**config.mk**
```make
export PLATFORM = sky130hd
export DESIGN_NAME = pc_sequencer
export DESIGN_NICKNAME = d
export VERILOG_FILES = /design/src/rtl/pc_sequencer.sv
export SDC_FILE = /design/constraint.sdc
export NUM_CORES = 1
export LEC_CHECK = 0
export CORE_MARGIN = 8
export CORE_UTILIZATION = 49
export CTS_BUF_LIST = sky130_fd_sc_hd__clkbuf_16
export DETAILED_ROUTE_END_ITERATION = 10
export GPL_TIMING_DRIVEN = 0
export PLACE_DENSITY = 0.8
export SETUP_SLACK_MARGIN = 0.05
export SYNTH_ARGS = -nofsm -noshare
export SYNTH_HDL_FRONTEND = slang
export SYNTH_SLANG_ARGS = --single-unit
```
**constraint.sdc**
```tcl
create_clock -name clk -period 2.85 [get_ports clk]
set_clock_uncertainty 0.15 [all_clocks]
set_input_delay 0.57 -clock clk [delete_from_list [all_inputs] [get_ports clk]]
set_output_delay 0.57 -clock clk [all_outputs]
set_load 0.03 [all_outputs]
```
**src/rtl/pc_sequencer.sv**
```systemverilog
// PC owner for the single-cycle MIPS core: run/halt/single-step control plus
// saturating statistics counters for the display board.
module pc_sequencer #(
  parameter logic [31:0] RESET_PC = 32'h0000_0000,
  parameter int unsigned CNT_W    = 32
) (
  input  logic             clk,
  input  logic             rst,
  input  logic [31:0]      pc_next_in,
  input  logic             branch_taken,
  input  logic             jmp,
  input  logic             jr,
  input  logic             halt_req,
  input  logic             stall,
  input  logic             step_mode,
  input  logic             go,
  output logic [31:0]      PC,
  output logic             pc_en,
  output logic             halted,
  output logic [CNT_W-1:0] cycle_cnt,
  output logic [CNT_W-1:0] instr_cnt,
  output logic [CNT_W-1:0] br_cnt,
  output logic [CNT_W-1:0] jmp_cnt
);

  typedef enum logic [1:0] {
    ST_RUN  = 2'b00,
    ST_HALT = 2'b01
  } state_e;

  state_e           state_q, state_d;
  logic [31:0]      pc_q;
  logic             go_q;
  logic             go_pend_q, go_pend_d;
  logic [CNT_W-1:0] cycle_q, instr_q, br_q, jmp_q;
  logic             go_rise;

  localparam logic [CNT_W-1:0] CNT_ONE = {{(CNT_W-1){1'b0}}, 1'b1};

  function automatic logic [CNT_W-1:0] sat_inc(input logic [CNT_W-1:0] v,
                                               input logic en);
    return (en && (v != '1)) ? v + CNT_ONE : v;
  endfunction

  assign go_rise = go & ~go_q;

  // NOTE: every output of this block gets a default first so no path leaves
  // a signal unassigned, which would otherwise infer a latch.
  always_comb begin
    pc_en     = 1'b0;
    state_d   = state_q;
    go_pend_d = go_pend_q;
    unique case (state_q)
      ST_RUN: begin
        if (halt_req) begin
          state_d = ST_HALT;
        end else if (!stall) begin
          pc_en   = 1'b1;
          state_d = step_mode ? ST_HALT : ST_RUN;
        end
      end
      ST_HALT: begin
        // halt_req is deliberately ignored here: the advance skips the syscall.
        if ((go_pend_q | go_rise) && !stall) begin
          pc_en     = 1'b1;
          go_pend_d = 1'b0;
          state_d   = step_mode ? ST_HALT : ST_RUN;
        end else if (go_rise) begin
          go_pend_d = 1'b1;
        end
      end
      default: state_d = ST_RUN;
    endcase
  end

  // NOTE: sequential state uses non-blocking assignments so every register
  // samples the pre-edge values regardless of statement order.
  always_ff @(posedge clk) begin
    if (rst) begin
      state_q   <= ST_RUN;
      pc_q      <= RESET_PC;
      go_q      <= 1'b0;
      go_pend_q <= 1'b0;
      cycle_q   <= '0;
      instr_q   <= '0;
      br_q      <= '0;
      jmp_q     <= '0;
    end else begin
      state_q   <= state_d;
      go_q      <= go;
      go_pend_q <= go_pend_d;
      if (pc_en) pc_q <= pc_next_in;
      cycle_q   <= sat_inc(cycle_q, state_q == ST_RUN);
      instr_q   <= sat_inc(instr_q, pc_en);
      br_q      <= sat_inc(br_q, pc_en & branch_taken);
      jmp_q     <= sat_inc(jmp_q, pc_en & (jmp | jr));
    end
  end

  assign PC        = pc_q;
  assign halted    = (state_q == ST_HALT);
  assign cycle_cnt = cycle_q;
  assign instr_cnt = instr_q;
  assign br_cnt    = br_q;
  assign jmp_cnt   = jmp_q;

endmodule

```
### Yosys cells after proc, flatten, opt, wreduce, memory -nomap -nowiden

Cells that the tools add are included.

* input port bits: 41
* word-level logic and storage cells: 46
* register bits after elaboration: 164

* eq/ne operators: 7
* add/sub/neg operators: 4
* reductions and logical operators: 10
* bitwise logic cells: 6
* muxes and demuxes: 11

Operators with widths (number)
* adder 32 x 1 -> 32 bit (second input constant): 4
* != test 32 bit (second input constant): 4
* two-way mux 1 bit: 6
* two-way mux 2 bit: 3
* logical AND 1 bit: 5
* case mux 2 bit (2 select lines): 1
* AND reduction 2 bit: 2
* AND 1 bit: 3
* != test 3 bit (second input constant): 1
* equality test 2 x 1 -> 1 bit (second input constant): 1
* logical NOT 2 bit: 1
* != test 2 x 1 -> 1 bit (second input constant): 1
* bitwise OR 1 bit: 2
* case mux 1 bit (2 select lines): 1
* nonzero test 2 bit: 1
* logical NOT 1 bit: 1
* NOT 1 bit: 1

### Longest topological paths before layout

Gate-level depths: netlist (run 1).

* word-level depth: 8
* gate-level depth with buffers: 10

### Worst setup path after synthesis (run 1)

OpenSTA, ideal clock, no wires.

* path kind: input -> output
* start point: in halt_req
* end point: out pc_en
* stages: 7
* arrival time: 1846 ps
* buffers on the path: 3
* data required time: 2130 ps
* setup slack: 284 ps
* cell sequence: nor2b_1 -> a21oi_1 -> nand2b_1 -> buf_2 -> clkinv_2 -> buf_2 -> buf_1

* longest elaborated chain between the ends: 2

Ends and longest elaborated chain
* start, declared: line 13 `input logic halt_req,`
* two-way mux 1 bit: line 55 `if (halt_req) begin`
* case mux 1 bit (2 select lines): line 53 `unique case (state_q)`
* end, declared: line 18 `output logic pc_en,`

Every way passes these cells.

### Worst setup path in the final report (run 1)

* start point: in go
* end point: out pc_en

* longest elaborated chain between the ends: 5

Ends and longest elaborated chain
* start, declared: line 16 `input logic go,`
* AND 1 bit: line 45 `assign go_rise = go & ~go_q;`
* bitwise OR 1 bit: line 64 `if ((go_pend_q | go_rise) && !stall) begin`
* logical AND 1 bit: line 64
* two-way mux 1 bit: line 64
* case mux 1 bit (2 select lines): line 53

Every way passes these cells.

==> results of run 1 <==
## power by group through the flow
stage | Combinational (mW) | Clock [mW] | Sequential (mW)
2_1_floorplan | 0.155 | 0 | 2.47
3_3_place_gp | 0.423 | 0 | 2.40
3_5_place_dp | 0.427 | 0 | 2.40
4_1_cts | 0.434 | 2.25 | 2.35
5_1_grt | 0.469 | 2.35 | 2.35
6_report | 0.433 | 2.23 | 2.35
## critical path: stages
cell	delay [ps]
clkdlybuf4s50_1	470
nand2b_1	130
a21oi_2	170
nand2b_1	60
buf_4	170
clkinv_4	100
buf_12	160
buf_4	170
## state kept, by name (all words and copies together), names as in the netlist
register / cells
jmp_cnt: 32
cycle_cnt: 32
go_q: 1
instr_cnt: 32
state_q: 1
br_cnt: 32
PC: 32
go_pend_q: 1
## per-stage QoR
step                std cells  area, um2
CTS                      1415      10700
floorplan                 967       7870
global placement         1384      10100
global route             1415      10800
detailed placement       1384      10100
finish                   1415      10800
## cells by family (layout without fill, tap and decap cells)
| group | count (synthesis) | after routing |
|---|---|---|
| and+or+nand+nor | 460 | 460 |
| AOI/OAI and AO/OA | 237 | 237 |
| DFF | 163 | 163 |
| buffers and inverters | 70 | 302 |
| xor gates and xnor gates | 17 | 17 |
| muxes | 16 | 16 |
| adders and majority gates | 4 | 4 |
## timing repair
item                                    4_1_cts  5_1_grt
setup buffers                                 0        0
gates resized for setup                      13        4
endpoints found under the setup margin        1        5
## metal layers
| metal | wire, um | GRT usage [%] | vias to the layer above |
|---|---|---|---|
| li1 | - | - | 4051 |
| met1 | 10800 | 29.8 | 3953 |
| met2 | 11400 | 39.0 | 319 |
| met3 | 2050 | 5.88 | 30 |
| met4 | 330 | 7.27 | 0 |
| met5 | 0 | 0 | - |
## path summary, 6_finish.rpt
path | start | end | slack (ps) | cells past startpoint
worst max-delay path | go | pc_en | 110 | 8
worst min-delay path | PC[5] | PC[5] | 300 | 2
worst max register to register | instr_cnt[0] | instr_cnt[1] | 180 | 8
worst min register to register | PC[5] | PC[5] | 300 | 2
## cell usage after synthesis (5+ instances only)
| master | number |
|---|---|
| nor2_1 | 50 |
| nor3_1 | 15 |
| clkbuf_1 | 33 |
| o21ai_0 | 50 |
| and4_1 | 11 |
| mux2_2 | 10 |
| or4_1 | 45 |
| inv_1 | 16 |
| nor4b_1 | 6 |
| nand2b_1 | 8 |
| or3_1 | 50 |
| o31ai_1 | 45 |
| a21oi_1 | 125 |
| nand4_1 | 44 |
| or2_2 | 5 |
| and3_1 | 12 |
| buf_1 | 5 |
| xnor2_1 | 13 |
| nand2_1 | 113 |
| dfxtp_1 | 163 |
| nor4_1 | 18 |
| buf_2 | 12 |
| nor2b_1 | 18 |
| nand3_1 | 43 |
## final cells by class
type | instances | area (um2) | area share (%)
multi-input combinational | 734 | 4340 | 40.3
inverter | 17 | 68.8 | 0.640
clock buffer | 17 | 425 | 3.96
buffer | 52 | 239 | 2.22
tap | 216 | 270 | 2.51
timing repair buffer | 201 | 2010 | 18.7
clock inverter | 15 | 143 | 1.33
sequential | 163 | 3260 | 30.3
==> flow_metrics.tcl, run 1 <==
set metrics [dict create \
    status "complete, no violations" \
    grt_setup_unrepaired "yes" \
    nFillCells 1343 \
    p_sw_share_pct 24.7 \
    antenna_found_initial 0 \
    nNetsFinal 1231 \
    clk_path_buf_depth 2 \
    synth_mux_area_share_pct 2.24 \
    core_um2 15800 \
    synth_top_area_cell "dfxtp_1" \
    finalMaxSlewViolations 0 \
    power_density_nw_per_um2 466 \
    critPathRequiredTime_ps 2130 \
    synthAdderAreaFrac_pct 0.636 \
    drive_above_1_share_pct 6.59 \
    vias 8353 \
    pwr-share-clk_pct 44.5 \
    vdd_drop_max_uv 379 \
    power_mw 5.01 \
    arrival_ps 2020 \
    synth-seq-cells 163 \
    hold_buffers 0 \
    setup_viol 0 \
    htree_levels 4 \
    critPathCaptureType "primary output" \
    grt_usage_pct 23.7 \
    cts_tree "built" \
    grt_pass1_vias 7787 \
    synth_ff_type "dfxtp_1" \
    wl_per_cell_um 17.3 \
    slew_headroom_pct 37.3 \
    grt_max_degree 20 \
    fin_crit_sh_pct 96.0 \
    syn_inst 967 \
    synth-compound-area-share_pct 17.5 \
    synth_edf_count 0 \
    synth-simple-area-share_pct 32.5 \
    final_cell_mix "clkdlybuf4s50_1, dfxtp_1, a21oi_1" \
    synth_warnings 0 \
    antenna_cells 0 \
    ant_nets 0 \
    cts_buffers 17 \
    synth_top_family_by_area "simple AND/OR/NAND/NOR gates" \
    synth_fp_nets 1012 \
    grt-ovfl-total 0 \
    worst_pin_slew_ps 933 \
    cts_root_buf "clkbuf_16" \
    die_w_um 143 \
    die_area_um2 20400 \
    drt_wl_total_mm 24.5 \
    synth.distinct_cells 55 \
    via_per_inst 5.90 \
    netlist_area_um2 7870 \
    final_util_pct 68.2 \
    clock-sinks 163 \
    die_y_um 143 \
    fin_tns_setup_ps 0 \
    fmax_ghz 0.365 \
    cap_violations 0 \
    crit_fanout 19 \
    io_pins 203 \
    preCtsSetupSlack_ps -1060 \
    rows 46 \
    synth_top_area_share_pct 41.5 \
    power_frac_seq_pct 46.9 \
    period_needed_ps 2740 \
    internal_power_mw 3.77 \
    grt_pass1_wl_mm 39.3 \
    p_comb_share_pct 8.6 \
    portBuffers 201 \
    synth_area_leaders "dfxtp_1, a21oi_1, nand2_1, o31ai_1, or4_1" \
    hold-worst-slack_ps 304 \
    startpoint_type "input port" \
    syn_area_per_cell_um2 8.13 \
    worstSetupPathType "input port to primary output" \
    start_util_pct 49.9 \
    drtIter0Drc 585 \
    leakagePower_nw 3.29 \
    dr.pass1.iters 5 \
    synthXorXnorAreaFrac_pct 1.89 \
    yosysSeqAreaShare_pct 41.5 \
    mostFrequentLayoutCell "clkdlybuf4s50_1" \
    layout_setup_ws_ps 113 \
    drc 0 \
    gp_congestion 0.870 \
    ys_async_sr_fraction_pct 0 \
    syn_to_final_growth_pct 36.7 \
    dp_hpwl_mm 17.9 \
    final_hold_viol_count 0 \
    clk_latency_ps 420 \
    clk_pin_slew_ps 60 \
    hp-class "flop to flop" \
    power.net_switching_mw 1.24 \
]
Power figures use the tool's default switching activity.
==> inputs of run 2 (changes only) <==
CAP_MARGIN = 10   (was default)
==> results of run 2 <==
The final DEF is identical to that of run 1; final timing and power are the same.
